[src/rtl/msg_loader.sv]
// Byte-serial message entry front end for the SHA-512 core: button conditioning, big-endian
// message assembly and start/done launch handshake. Debouncer enabled by MSG_LOADER_DEBOUNCE_EN.
module msg_loader #(
    parameter int unsigned MSG_BYTES       = 14,
    parameter int unsigned DEBOUNCE_CYCLES = 1250000
) (
    input  logic                               sysclk_125mhz,
    input  logic                               rst,
    input  logic [7:0]                         data_in,
    input  logic                               btn_push,
    input  logic                               btn_go,
    input  logic                               btn_clear,
    input  logic                               hash_done,
    output logic [8*MSG_BYTES-1:0]             msg,
    output logic [$clog2(MSG_BYTES+1)-1:0]     msg_count,
    output logic [7:0]                         last_byte,
    output logic                               full,
    output logic                               overflow,
    output logic                               hash_start,
    output logic                               digest_valid
);

    localparam int unsigned MSG_W     = 8 * MSG_BYTES;
    localparam int unsigned CNT_W     = $clog2(MSG_BYTES + 1);
    localparam int unsigned NUM_BTN   = 3;
    localparam int unsigned BTN_PUSH  = 0;
    localparam int unsigned BTN_GO    = 1;
    localparam int unsigned BTN_CLEAR = 2;

`ifdef MSG_LOADER_DEBOUNCE_EN
    localparam int unsigned     DB_W    = (DEBOUNCE_CYCLES > 1) ? $clog2(DEBOUNCE_CYCLES) : 1;
    localparam logic [DB_W-1:0] DB_LAST = DB_W'(DEBOUNCE_CYCLES - 1);
`endif

    typedef enum logic [1:0] {
        ST_ENTRY,
        ST_START,
        ST_WAIT_DONE,
        ST_HOLD
    } state_t;

    logic [NUM_BTN-1:0] btn_raw;
    logic [NUM_BTN-1:0] ev_c;

    assign btn_raw = {btn_clear, btn_go, btn_push};

    // Per-button synchronizer, optional debouncer and rising-edge detector
    for (genvar b = 0; b < NUM_BTN; b++) begin : g_btn
        logic sync1_q, sync1_d;
        logic sync2_q, sync2_d;
        logic prev_q, prev_d;
        logic level;

`ifdef MSG_LOADER_DEBOUNCE_EN
        logic            acc_q, acc_d;
        logic [DB_W-1:0] cnt_q, cnt_d;

        // Accept a new level only after it has differed for DEBOUNCE_CYCLES straight cycles
        always_comb begin
            acc_d = acc_q;
            cnt_d = cnt_q;
            if (sync2_q == acc_q) begin
                cnt_d = '0;
            end else if (cnt_q == DB_LAST) begin
                acc_d = sync2_q;
                cnt_d = '0;
            end else begin
                cnt_d = cnt_q + DB_W'(1);
            end
        end

        always_ff @(posedge sysclk_125mhz) begin
            if (!rst) begin
                acc_q <= 1'b0;
                cnt_q <= '0;
            end else begin
                acc_q <= acc_d;
                cnt_q <= cnt_d;
            end
        end

        assign level = acc_q;
`else
        assign level = sync2_q;
`endif

        always_comb begin
            sync1_d = btn_raw[b];
            sync2_d = sync1_q;
            prev_d  = level;
        end

        always_ff @(posedge sysclk_125mhz) begin
            if (!rst) begin
                sync1_q <= 1'b0;
                sync2_q <= 1'b0;
                prev_q  <= 1'b0;
            end else begin
                sync1_q <= sync1_d;
                sync2_q <= sync2_d;
                prev_q  <= prev_d;
            end
        end

        assign ev_c[b] = level & ~prev_q;
    end

    state_t             state_q, state_d;
    logic [MSG_W-1:0]   msg_q, msg_d;
    logic [CNT_W-1:0]   count_q, count_d;
    logic [7:0]         last_q, last_d;
    logic               ovf_q, ovf_d;
    logic               dv_q, dv_d;
    logic               hs_q, hs_d;
    logic               full_c;

    assign full_c = (count_q == CNT_W'(MSG_BYTES));

    // Next state and message update; clear > go > push, lower events dropped
    always_comb begin
        state_d = state_q;
        msg_d   = msg_q;
        count_d = count_q;
        last_d  = last_q;
        ovf_d   = ovf_q;
        dv_d    = dv_q;
        unique case (state_q)
            ST_ENTRY: begin
                if (ev_c[BTN_CLEAR]) begin
                    msg_d   = '0;
                    count_d = '0;
                    last_d  = '0;
                    ovf_d   = 1'b0;
                    dv_d    = 1'b0;
                end else if (ev_c[BTN_GO]) begin
                    if (count_q != '0) begin
                        state_d = ST_START;
                    end
                end else if (ev_c[BTN_PUSH]) begin
                    if (full_c) begin
                        ovf_d = 1'b1;
                    end else begin
                        for (int i = 0; i < int'(MSG_BYTES); i++) begin
                            if (count_q == CNT_W'(i)) begin
                                msg_d[MSG_W-1-8*i -: 8] = data_in;
                            end
                        end
                        last_d  = data_in;
                        count_d = count_q + CNT_W'(1);
                    end
                end
            end
            ST_START: begin
                state_d = ST_WAIT_DONE;
            end
            ST_WAIT_DONE: begin
                if (hash_done) begin
                    state_d = ST_HOLD;
                    dv_d    = 1'b1;
                end
            end
            ST_HOLD: begin
                if (ev_c[BTN_CLEAR]) begin
                    state_d = ST_ENTRY;
                    msg_d   = '0;
                    count_d = '0;
                    last_d  = '0;
                    ovf_d   = 1'b0;
                    dv_d    = 1'b0;
                end
            end
            default: begin
                state_d = ST_ENTRY;
            end
        endcase
        hs_d = (state_d == ST_START);
    end

    always_ff @(posedge sysclk_125mhz) begin
        if (!rst) begin
            state_q <= ST_ENTRY;
            msg_q   <= '0;
            count_q <= '0;
            last_q  <= '0;
            ovf_q   <= 1'b0;
            dv_q    <= 1'b0;
            hs_q    <= 1'b0;
        end else begin
            state_q <= state_d;
            msg_q   <= msg_d;
            count_q <= count_d;
            last_q  <= last_d;
            ovf_q   <= ovf_d;
            dv_q    <= dv_d;
            hs_q    <= hs_d;
        end
    end

    assign msg          = msg_q;
    assign msg_count    = count_q;
    assign last_byte    = last_q;
    assign full         = full_c;
    assign overflow     = ovf_q;
    assign hash_start   = hs_q;
    assign digest_valid = dv_q;

endmodule

[config.mk]
export PLATFORM = sky130hd
export DESIGN_NAME = msg_loader
export DESIGN_NICKNAME = d
export VERILOG_FILES = /design/src/rtl/msg_loader.sv
export SDC_FILE = /design/constraint.sdc
export NUM_CORES = 1
export LEC_CHECK = 0
export ABC_AREA = 1
export BUFFER_PORTS_ARGS = -buffer_cell sky130_fd_sc_hd__buf_2
export CAP_MARGIN = 20
export CELL_PAD_IN_SITES_DETAIL_PLACEMENT = 1
export CELL_PAD_IN_SITES_GLOBAL_PLACEMENT = 1
export CORE_MARGIN = 2
export CORE_UTILIZATION = 40
export DETAILED_ROUTE_END_ITERATION = 6
export HOLD_SLACK_MARGIN = 0.06
export PLACE_DENSITY_LB_ADDON = 0.1
export REMOVE_ABC_BUFFERS = 1
export SLEW_MARGIN = 20
export SYNTH_ARGS = -nofsm -noshare
export SYNTH_HDL_FRONTEND = slang
export SYNTH_SLANG_ARGS = --single-unit
[constraint.sdc]
create_clock -name sysclk_125mhz -period 4.5 [get_ports sysclk_125mhz]
set_input_delay 0.45 -clock sysclk_125mhz [delete_from_list [all_inputs] [get_ports sysclk_125mhz]]
set_output_delay 0.45 -clock sysclk_125mhz [all_outputs]
set_load 0.005 [all_outputs]
==> reports/metrics.yaml, run 1 <==
global_routing:
  grt_max_degree: 71
  grt_pass1_vias: 5807
  grt_overflow_total: 0
  antenna_found_initial: 0
  grt_pass1_wl_um: 29600
  globalRouteTotalUtil: 0.230
timing:
  tns_ps: 0
  clock.fmax_mhz: 351
  rsz0062_at_grt: "false"
  hold_viol: 0
  setup_viol: 0
  clock-skew-final_ps: 5.68
  max_slew_margin: 0.346
  worst_pin_slew_ps: 979
  slew_viol_final: 0
  period_needed_ps: 2850
  timing.final.crit_share: 0.633
critical_path:
  rr_startpoint: "msg_count[0]$_SDFFE_PN0P_"
  slowest_stage: "nor2_4"
  cp.arrival_ps: 3160
  worst-setup-path-type: "reg -> reg"
  path_max_fanout: 45
  crit_path_start_kind: "flip-flop"
  required_ps: 4810
  cpPeakStageDelay_ps: 760
  crit_start: "msg_count[0]$_SDFFE_PN0P_"
  cp_cell_sequence: "inv_1, ha_1, nand3_1, nand2_1, nand2_4, inv_1, nor2_4, nand3_1, nand2_1, nor2_1"
  crit_path_end_kind: "flip-flop"
cts:
  insertion_delay_ps: 420
  htreeDepth: 4
  cts_buffers: 17
  cts_tree: "done"
  cts_buffer_depth: 2
  postCtsResizedCells: 0
  clk_pin_slew_ps: 60
  cts_hold_buffers: 0
  cts_setup_buffers: 0
  cts-root-buf: "clkbuf_16"
  cts_num_sinks: 138
routing:
  num_vias: 5815
  ant_nets: 0
  drc: 0
  routed_via_density: 4.73
  drt_iter0_markers: 227
  first_pass_iters: 4
  drt_wl_total_um: 18000
  wire_per_inst_um: 14.7
place:
  gp_congestion: 0.809
  io_buffers: 141
  placedInstanceArea_um2: 6920
  dp_hpwl_um: 12500
power_and_ir_drop:
  clkPwrFrac: 0.263
  swShare: 0.400
  leakage_uw: 0.00406
  p_int_uw: 3390
  p_per_area_nw_per_um2: 750
  finalPower_uw: 5660
  ir_worst_vdd_v: 0.000326
  combPwrFrac: 0.407
  switching_power_uw: 2260
  p_seq_frac: 0.330
run:
  maxCapViolations: 0
finish:
  finalInstanceArea_um2: 7540
  syn_to_final_growth_pct: 22.5
  final_nets: 1055
  drive_gt1_frac: 0.195
  final_util: 0.498
  diodes: 0
synth:
  syn_area_per_cell_um2: 6.82
  synth_warnings: 0
  ys_seq_elements: 138
  synth_area_um2: 6160
  syn_inst: 903
  ys_seq_area_frac: 0.448
  synth.distinct_cells: 31
floorplan:
  dieHeight_um: 128
  initial_core_util: 0.407
  io_pins: 142
  die_w_um: 128
  coreArea_um2: 15100
  core.rowCount: 45
  dieArea_um2: 16400
outcome:
  outcome: "finished, final reports clean"
hold_path:
  hold_start: "btn_go"
  hold_class: "in -> reg"
[kinds of logic after synthesis]
logic type	count (synthesis)	synth area share
adders and majority gates	12	0.0244
buffers and inverters	145	0.0997
DFF	138	0.448
and+or+nand+nor	574	0.397
AOI/OAI and AO/OA	34	0.0307
[worst paths after layout]
check,to,cells past startpoint,slack [ps]
setup / recovery,msg[60]$_SDFFE_PN0P_,10,1650
hold / removal,g_btn[1].sync1_q$_SDFF_PN0_,3,210
setup reg to reg,msg[60]$_SDFFE_PN0P_,10,1650
hold reg to reg,g_btn[2].level$_SDFF_PN0_,2,410
[power groups by stage]
stage / Sequential (uW) / Clock, uW / Combinational, uW
5_1_grt: 1910 / 1560 / 2670
3_3_place_gp: 1880 / 0 / 2270
6_report: 1860 / 1490 / 2300
3_5_place_dp: 1890 / 0 / 2310
4_1_cts: 1870 / 1510 / 2340
2_1_floorplan: 1900 / 0 / 1420
[metal layers]
metal,track usage,vias up,part of all wire
met3,0.0609,17,0.053
li1,-,2986,-
met5,0,-,0
met2,0.383,114,0.47
met1,0.291,2698,0.47
met4,0.0705,0,0.012
[registers in the layout, indices dropped and copies added (netlist names)]
register / flops
digest_valid: 1
g_btn.level: 3
g_btn.prev_q: 3
g_btn.sync1_q: 3
hash_start: 1
last_byte: 8
msg: 112
msg_count: 4
overflow: 1
state_q: 2
[synth_stat cells]
| master | count | area share |
|---|---|---|
| or2_2 | 2 | 0.0020 |
| nor4_1 | 1 | 0.0010 |
| o21ai_1 | 1 | 0.00081 |
| nand3_4 | 5 | 0.014 |
| inv_1 | 104 | 0.063 |
| inv_2 | 3 | 0.0018 |
| buf_8 | 1 | 0.0024 |
| a21oi_4 | 1 | 0.0026 |
| buf_2 | 11 | 0.0089 |
| nand3_1 | 66 | 0.054 |
| o21bai_1 | 1 | 0.0012 |
| buf_1 | 6 | 0.0037 |
| nand2_1 | 241 | 0.15 |
| clkbuf_1 | 10 | 0.0061 |
| nor3_1 | 2 | 0.0016 |
| nor2_2 | 5 | 0.0051 |
| nor2_1 | 229 | 0.14 |
| o21ai_2 | 1 | 0.0014 |
| nor2_8 | 1 | 0.0032 |
| a31oi_1 | 1 | 0.0010 |
| ha_1 | 12 | 0.024 |
| nor2_4 | 2 | 0.0037 |
| buf_4 | 8 | 0.0097 |
| a21oi_1 | 21 | 0.017 |
| nand2_4 | 1 | 0.0018 |
| dfxtp_1 | 138 | 0.45 |
| nand2_2 | 2 | 0.0020 |
| nand4_1 | 9 | 0.0091 |
| nand3_2 | 8 | 0.013 |
| buf_6 | 2 | 0.0037 |
| o21ai_0 | 8 | 0.0065 |
[layout by cell type, fill, tap and decap left out, drive strengths merged]
cell      Yosys  routed
nand2       244     244
nor2        237     237
buf          28     145
dfxtp       138     138
inv         107     107
nand3        79      79
clkbuf       10      25
a21oi        22      22
ha           12      12
o21ai        10      10
nand4         9       9
bufinv        0       4
or2           2       2
nor3          2       2
clkinv        0       2
a31oi         1       1
nor4          1       1
o21bai        1       1
clkinvlp      0       1
[per-stage QoR]
step	std cells	worst slack [ps]	hold WS, ps
2_1_floorplan	865	2260	390
3_3_place_gp	1198	1740	393
3_5_place_dp	1198	1690	402
4_1_cts	1230	1660	207
5_1_grt	1230	1400	223
6_report	1230	1650	214
[final cells by class]
| type | instances | area, um^2 |
|---|---|---|
| Fill cell | 2018 | 7600 |
| Multi-Input combinational cell | 620 | 2780 |
| Sequential cell | 138 | 2760 |
| Timing Repair Buffer | 145 | 738 |
| Clock buffer | 25 | 485 |
| Inverter | 107 | 402 |
| Tap cell | 188 | 235 |
| Clock inverter | 7 | 138 |
[critical path: cells and delay by family (launching register included)]
family | cells | cell delay (ps)
fa+ha+maj | 1 | 280
buf+inv | 2 | 250
flops | 1 | 530
simple gates | 7 | 1660
(Power assumes the default switching activity.)
==> run 2, diff against run 1 <==
--- a/config.mk
+++ b/config.mk
@@ -11,7 +11,7 @@
 export CELL_PAD_IN_SITES_DETAIL_PLACEMENT = 1
 export CELL_PAD_IN_SITES_GLOBAL_PLACEMENT = 1
 export CORE_MARGIN = 2
-export CORE_UTILIZATION = 40
+export CORE_UTILIZATION = 38
 export DETAILED_ROUTE_END_ITERATION = 6
 export HOLD_SLACK_MARGIN = 0.06
 export PLACE_DENSITY_LB_ADDON = 0.1
==> constraint.sdc (replaced) <==
create_clock -name sysclk_125mhz -period 2.85 [get_ports sysclk_125mhz]
set_input_delay 0.285 -clock sysclk_125mhz [delete_from_list [all_inputs] [get_ports sysclk_125mhz]]
set_output_delay 0.285 -clock sysclk_125mhz [all_outputs]
set_load 0.005 [all_outputs]
==> reports/metrics.yaml, run 2 (synthesis results as in run 1) <==
floorplan:
  coreArea_um2: 15900
  dieHeight_um: 131
  io_pins: 142
  core.rowCount: 46
  dieArea_um2: 17200
  die_w_um: 131
  initial_core_util: 0.388
routing:
  wl_met3_um: 1050
  ant_nets: 0
  drc: 0
  wire_per_inst_um: 14.9
  routed_via_density: 4.65
  num_vias: 5899
  drt-met1-wl_um: 8800
  drt_iter0_markers: 290
  wl_met2_um: 8720
  drt_wl_total_um: 18900
  topRoutingLayerUsed: "met5"
  first_pass_iters: 4
cts:
  cts_tree: "done"
  cts_buffers: 17
  cts-root-buf: "clkbuf_16"
  cts_buffer_depth: 2
  insertion_delay_ps: 420
  cts_setup_buffers: 0
  htreeDepth: 4
  postCtsResizedCells: 0
  cts_num_sinks: 138
  cts_hold_buffers: 3
  clk_pin_slew_ps: 60
timing:
  worst_pin_slew_ps: 714
  clock-skew-final_ps: 5.26
  timing.final.crit_share: 0.830
  hold_viol: 0
  period_needed_ps: 2370
  rsz0062_at_grt: "false"
  slew_viol_final: 0
  tns_ps: 0
  fin_ws_ps: 484
  clock.fmax_mhz: 423
  max_slew_margin: 0.524
  hold_ws_ps: 236
  setup_viol: 0
finish:
  nFillCells: 2115
  final_nets: 1067
  final-seq-area_um2: 2760
  finalInstanceArea_um2: 7670
  largest_reg_flops: 112
  multi_input_area_um2: 2780
  drive_gt1_frac: 0.202
  layout_common_cells: "241 x nand2_1, 229 x nor2_1, 140 x buf_2"
  syn_to_final_growth_pct: 24.5
  layout_commonest_cell: "nand2_1"
global_routing:
  globalRouteTotalUtil: 0.223
  grt_pass1_vias: 5851
  grt_max_degree: 96
  grt_pass1_wl_um: 30600
  antenna_found_initial: 2
  grt_overflow_total: 0
power_and_ir_drop:
  leakage_uw: 0.00411
  ir_worst_vdd_v: 0.000469
  finalPower_uw: 8970
  p_per_area_nw_per_um2: 1170
place:
  dp_hpwl_um: 13100
  dp_slack_ps: 500
  placedInstanceArea_um2: 7040
  io_buffers: 141
  gp_congestion: 0.800
run:
  maxCapViolations: 0
hold_path:
  holdPathStages: 3
  hold_class: "in -> reg"
critical_path:
  crit_path_end_kind: "flip-flop"
  crit_path_start_kind: "flip-flop"
  cp_num_cells: 10
  reg2reg_depth: 10
  required_ps: 3210
  cp_top_family: "simple AND/OR/NAND/NOR gates"
  path_max_fanout: 17
  cpPeakStageDelay_ps: 450
  cp_cell_sequence: "inv_1, ha_1, nand2_1, inv_2, nand2_4, buf_4, nand3_2, nand2_1, nand2_1, nor2_1"
  cp.buffers_inverters: 3
  worst-setup-path-type: "reg -> reg"
  cp.arrival_ps: 2720
  cpMostUsedCell: "nand2_1"
  slowest_stage: "dfxtp_1"
outcome:
  outcome: "finished, final reports clean"
==> run 2: cell types whose count changed in the layout (fill, tap and decap cells not counted) <==
| cell | delta |
|---|---|
| diode_2 | +1 |
| bufinv_16 | -1 |
| buf_12 | +1 |
| clkbuf_1 | -3 |
| clkbuf_8 | +1 |
| dlygate4sd3_1 | +3 |
| clkinvlp_4 | +1 |
| buf_4 | +8 |
==> run 2: tightest hold or removal path: stages <==
cell and delay (ps):
buf_4 200, nand2_1 90, inv_1 30
==> run 2: area by class of cell <==
type | count | area share
timing repair buffer | 157 | 0.111
sequential | 138 | 0.360
clock inverter | 7 | 0.0150
clock buffer | 23 | 0.0636
inverter | 107 | 0.0523
antenna | 1 | 0.000326
multi-input combinational | 620 | 0.363
tap | 216 | 0.0352
==> run 2: power by group <==
part / switching [uW] / total [uW] / internal, uW / leakage [uW]
Combinational: 2450 / 3750 / 1300 / 0.00269
Clock: 814 / 2270 / 1460 / 0.000291
Sequential: 367 / 2950 / 2580 / 0.00113
Total: 3630 / 8970 / 5330 / 0.00411
==> run 2: final timing paths <==
| check | startpoint | to | slack (ps) |
|---|---|---|---|
| worst max-delay path | state_q[0]$_SDFF_PN0_ | msg[11]$_SDFFE_PN0P_ | 480 |
| worst max register to register | state_q[0]$_SDFF_PN0_ | msg[11]$_SDFFE_PN0P_ | 480 |
| worst min register to register | g_btn[1].sync1_q$_SDFF_PN0_ | g_btn[1].level$_SDFF_PN0_ | 410 |
| worst min-delay path | rst | g_btn[0].sync1_q$_SDFF_PN0_ | 240 |
==> run 2: metrics by stage <==
stage,std cells,utilization
floorplan,865,-
global placement,1235,0.443
detailed placement,1235,0.443
CTS,1268,0.483
global route,1268,0.483
finish,1269,0.483
==> run 2: routing by layer <==
metal  GRT usage  vias to the layer above
met3      0.0583                       30
met1       0.280                     2720
li1            -                     3016
met2       0.370                      131
met5           0                        -
met4      0.0785                        2
==> run 3, diff against run 2 <==
--- a/config.mk
+++ b/config.mk
@@ -5,13 +5,13 @@
 export SDC_FILE = /design/constraint.sdc
 export NUM_CORES = 1
 export LEC_CHECK = 0
-export ABC_AREA = 1
+export ABC_AREA = 0
 export BUFFER_PORTS_ARGS = -buffer_cell sky130_fd_sc_hd__buf_2
 export CAP_MARGIN = 20
 export CELL_PAD_IN_SITES_DETAIL_PLACEMENT = 1
 export CELL_PAD_IN_SITES_GLOBAL_PLACEMENT = 1
 export CORE_MARGIN = 2
-export CORE_UTILIZATION = 38
+export CORE_UTILIZATION = 37
 export DETAILED_ROUTE_END_ITERATION = 6
 export HOLD_SLACK_MARGIN = 0.06
 export PLACE_DENSITY_LB_ADDON = 0.1
==> constraint.sdc (replaced) <==
create_clock -name sysclk_125mhz -period 1.9 [get_ports sysclk_125mhz]
set_input_delay 0.19 -clock sysclk_125mhz [delete_from_list [all_inputs] [get_ports sysclk_125mhz]]
set_output_delay 0.19 -clock sysclk_125mhz [all_outputs]
set_load 0.005 [all_outputs]
==> reports/metrics.yaml, run 3 <==
cts:
  cts-root-buf: "clkbuf_16"
  cts_buffer_depth: 2
  cts_num_sinks: 138
  clk_pin_slew_ps: 60
  insertion_delay_ps: 420
  cts_buffers: 17
  cts_tree: "done"
  htreeDepth: 4
synth:
  synth_top_area_frac: 0.486
  synth_top_cell_by_area: "dfxtp_1"
  ys_seq_area_frac: 0.486
  synth_area_um2: 5680
  syn_area_per_cell_um2: 10.7
  synth_flop_cell: "dfxtp_1"
  synth.distinct_cells: 54
  synth_edf_count: 0
  synth_area_leaders: "dfxtp_1 49%, mux2i_1 21%, nand2_1 8.3%"
  yosysMostFrequentCell: "dfxtp_1"
  ys_seq_elements: 138
  syn_inst: 533
  synth-async-reset-ratio: 0
  synth_warnings: 0
  synthTopCellsByCount: "138 x dfxtp_1, 125 x nand2_1, 121 x mux2i_1"
floorplan:
  core.rowCount: 45
  dieHeight_um: 128
  initial_core_util: 0.376
  io_pins: 142
  die_w_um: 128
  coreArea_um2: 15100
  dieArea_um2: 16400
global_routing:
  grt-busiest-layer: "met2"
  grt_overflow_total: 0
  grt_pass1_wl_um: 25000
  antenna_found_initial: 0
  grt_pass1_vias: 4607
  met3_usage: 0.0526
  globalRouteTotalUtil: 0.199
  grt_max_degree: 97
  global_route.usage.met1: 0.243
  grt_util_met2: 0.340
place:
  gp_congestion: 0.837
  io_buffers: 141
  dp_hpwl_um: 10800
  placedInstanceArea_um2: 6610
routing:
  num_vias: 4332
  drt_iter0_markers: 104
  drc: 0
  wire_per_inst_um: 17.8
  routed_via_density: 4.89
  drt_wl_total_um: 15700
  ant_nets: 0
  first_pass_iters: 4
finish:
  layout_common_cells: "140 x buf_2, 138 x dfxtp_1, 125 x nand2_1"
  nFillCells: 1710
  syn_to_final_growth_pct: 28.3
  largest_reg_flops: 112
  finalInstanceArea_um2: 7290
  drive_gt1_frac: 0.331
  layout_commonest_cell: "buf_2"
  diodes: 0
  final_util: 0.483
  final_nets: 711
timing:
  timing.final.crit_share: 0.953
  max_slew_margin: 0.605
  rsz0062_at_grt: "false"
  clock.fmax_mhz: 552
  slew_viol_final: 0
  period_needed_ps: 1810
  setup_viol: 0
  worst_pin_slew_ps: 590
  clock-skew-final_ps: 4.80
  hold_viol: 0
critical_path:
  crit_path_start_kind: "flip-flop"
  worst-setup-path-type: "reg -> reg"
  crit_path_end_kind: "flip-flop"
  required_ps: 2240
  cp.arrival_ps: 2150
  path_max_fanout: 15
hold_path:
  hold_class: "in -> reg"
run:
  maxCapViolations: 0
power_and_ir_drop:
  switching_power_uw: 1840
  p_per_area_nw_per_um2: 1010
  leakage_uw: 0.00380
  clkPwrFrac: 0.450
  p_seq_frac: 0.428
  swShare: 0.249
  ir_worst_vdd_v: 0.000635
  combPwrFrac: 0.122
  p_int_uw: 5550
outcome:
  outcome: "finished, final reports clean"
-- run 3: cell types whose count changed after synthesis, moves of 6 or more --
cell	previous run	this run
nor2_1	229	11
mux2i_1	0	121
nand2_1	241	125
inv_1	104	10
nand3_1	66	3
a21oi_1	21	4
and2_1	0	9
o211ai_4	0	9
nand4_1	9	1
nand2_2	2	9
nand3_2	8	1
buf_1	6	0
-- run 3: layout make-up --
| class | count | area, um^2 | area share |
|---|---|---|---|
| repair buffers | 165 | 933 | 0.128 |
| inverters | 11 | 41.3 | 0.00567 |
| multi-input cells | 352 | 2720 | 0.374 |
| well taps | 188 | 235 | 0.0323 |
| flip-flops and latches | 138 | 2760 | 0.379 |
| clock buffers | 19 | 443 | 0.0608 |
| clock inverters | 12 | 149 | 0.0204 |
-- run 3: critical path, stage by stage (launching register included) --
cell     delay [ps]
dfxtp_1         350
ha_1            260
buf_4           190
nor3_4          220
buf_12          160
nand2_2         280
mux2i_1         260
-- run 3: cells by family (layout without fill, tap and decap cells) --
logic type	after synthesis	in the layout	share of synthesized area
AND/OR/NAND/NOR	180	180	0.150
flip-flops	138	138	0.486
multiplexers	121	121	0.213
buffers and inverters	43	207	0.0405
AO/OA/AOI/OAI	39	39	0.0835
adder cells (fa/ha/maj)	12	12	0.0264
-- run 3: worst paths after layout --
| path | from | cells past startpoint | to | slack, ps |
|---|---|---|---|---|
| setup / recovery | state_q[0]$_SDFF_PN0_ | 6 | msg[108]$_SDFFE_PN0P_ | 90 |
| hold / removal | rst | 3 | msg_count[0]$_SDFFE_PN0P_ | 160 |
| setup reg to reg | state_q[0]$_SDFF_PN0_ | 6 | msg[108]$_SDFFE_PN0P_ | 90 |
| hold reg to reg | g_btn[1].sync1_q$_SDFF_PN0_ | 1 | g_btn[1].level$_SDFF_PN0_ | 430 |
-- run 3: metrics by stage --
step                worst slack, ps  hold slack [ps]  total power (uW)  TNS, ps  cells
floorplan                      -496              308              3710   -39640    501
global placement                109              401              4090        0    850
detailed placement             13.1              401              4120        0    850
CTS                            22.0              161              7470        0    884
global route                   2.86              197              7700        0    885
finish                         89.1              161              7390        0    885
-- run 3: metal layers --
metal  vias up  part of all wire
met4         0             0.014
met1      2101              0.45
met2       104              0.49
met3        18             0.047
li1       2109                 -
met5         -                 0
-- run 3: power by group through the flow --
stage                     sequential (uW)  clock [uW]  combinational, uW
after CTS                            3160        3410                904
after global routing                 3180        3530                986
final                                3160        3330                903
after detailed placement             3220           0                896
after global placement               3210           0                876
after floorplan                      3230           0                482
-- run 3: repair_timing --
action | in CTS | in global routing
endpoints found under the setup margin | 0 | 87
buffers inserted | 0 | 1
gates resized for setup | 0 | 5
hold buffers | 3 | 0
endpoints found under the hold margin | 3 | 0
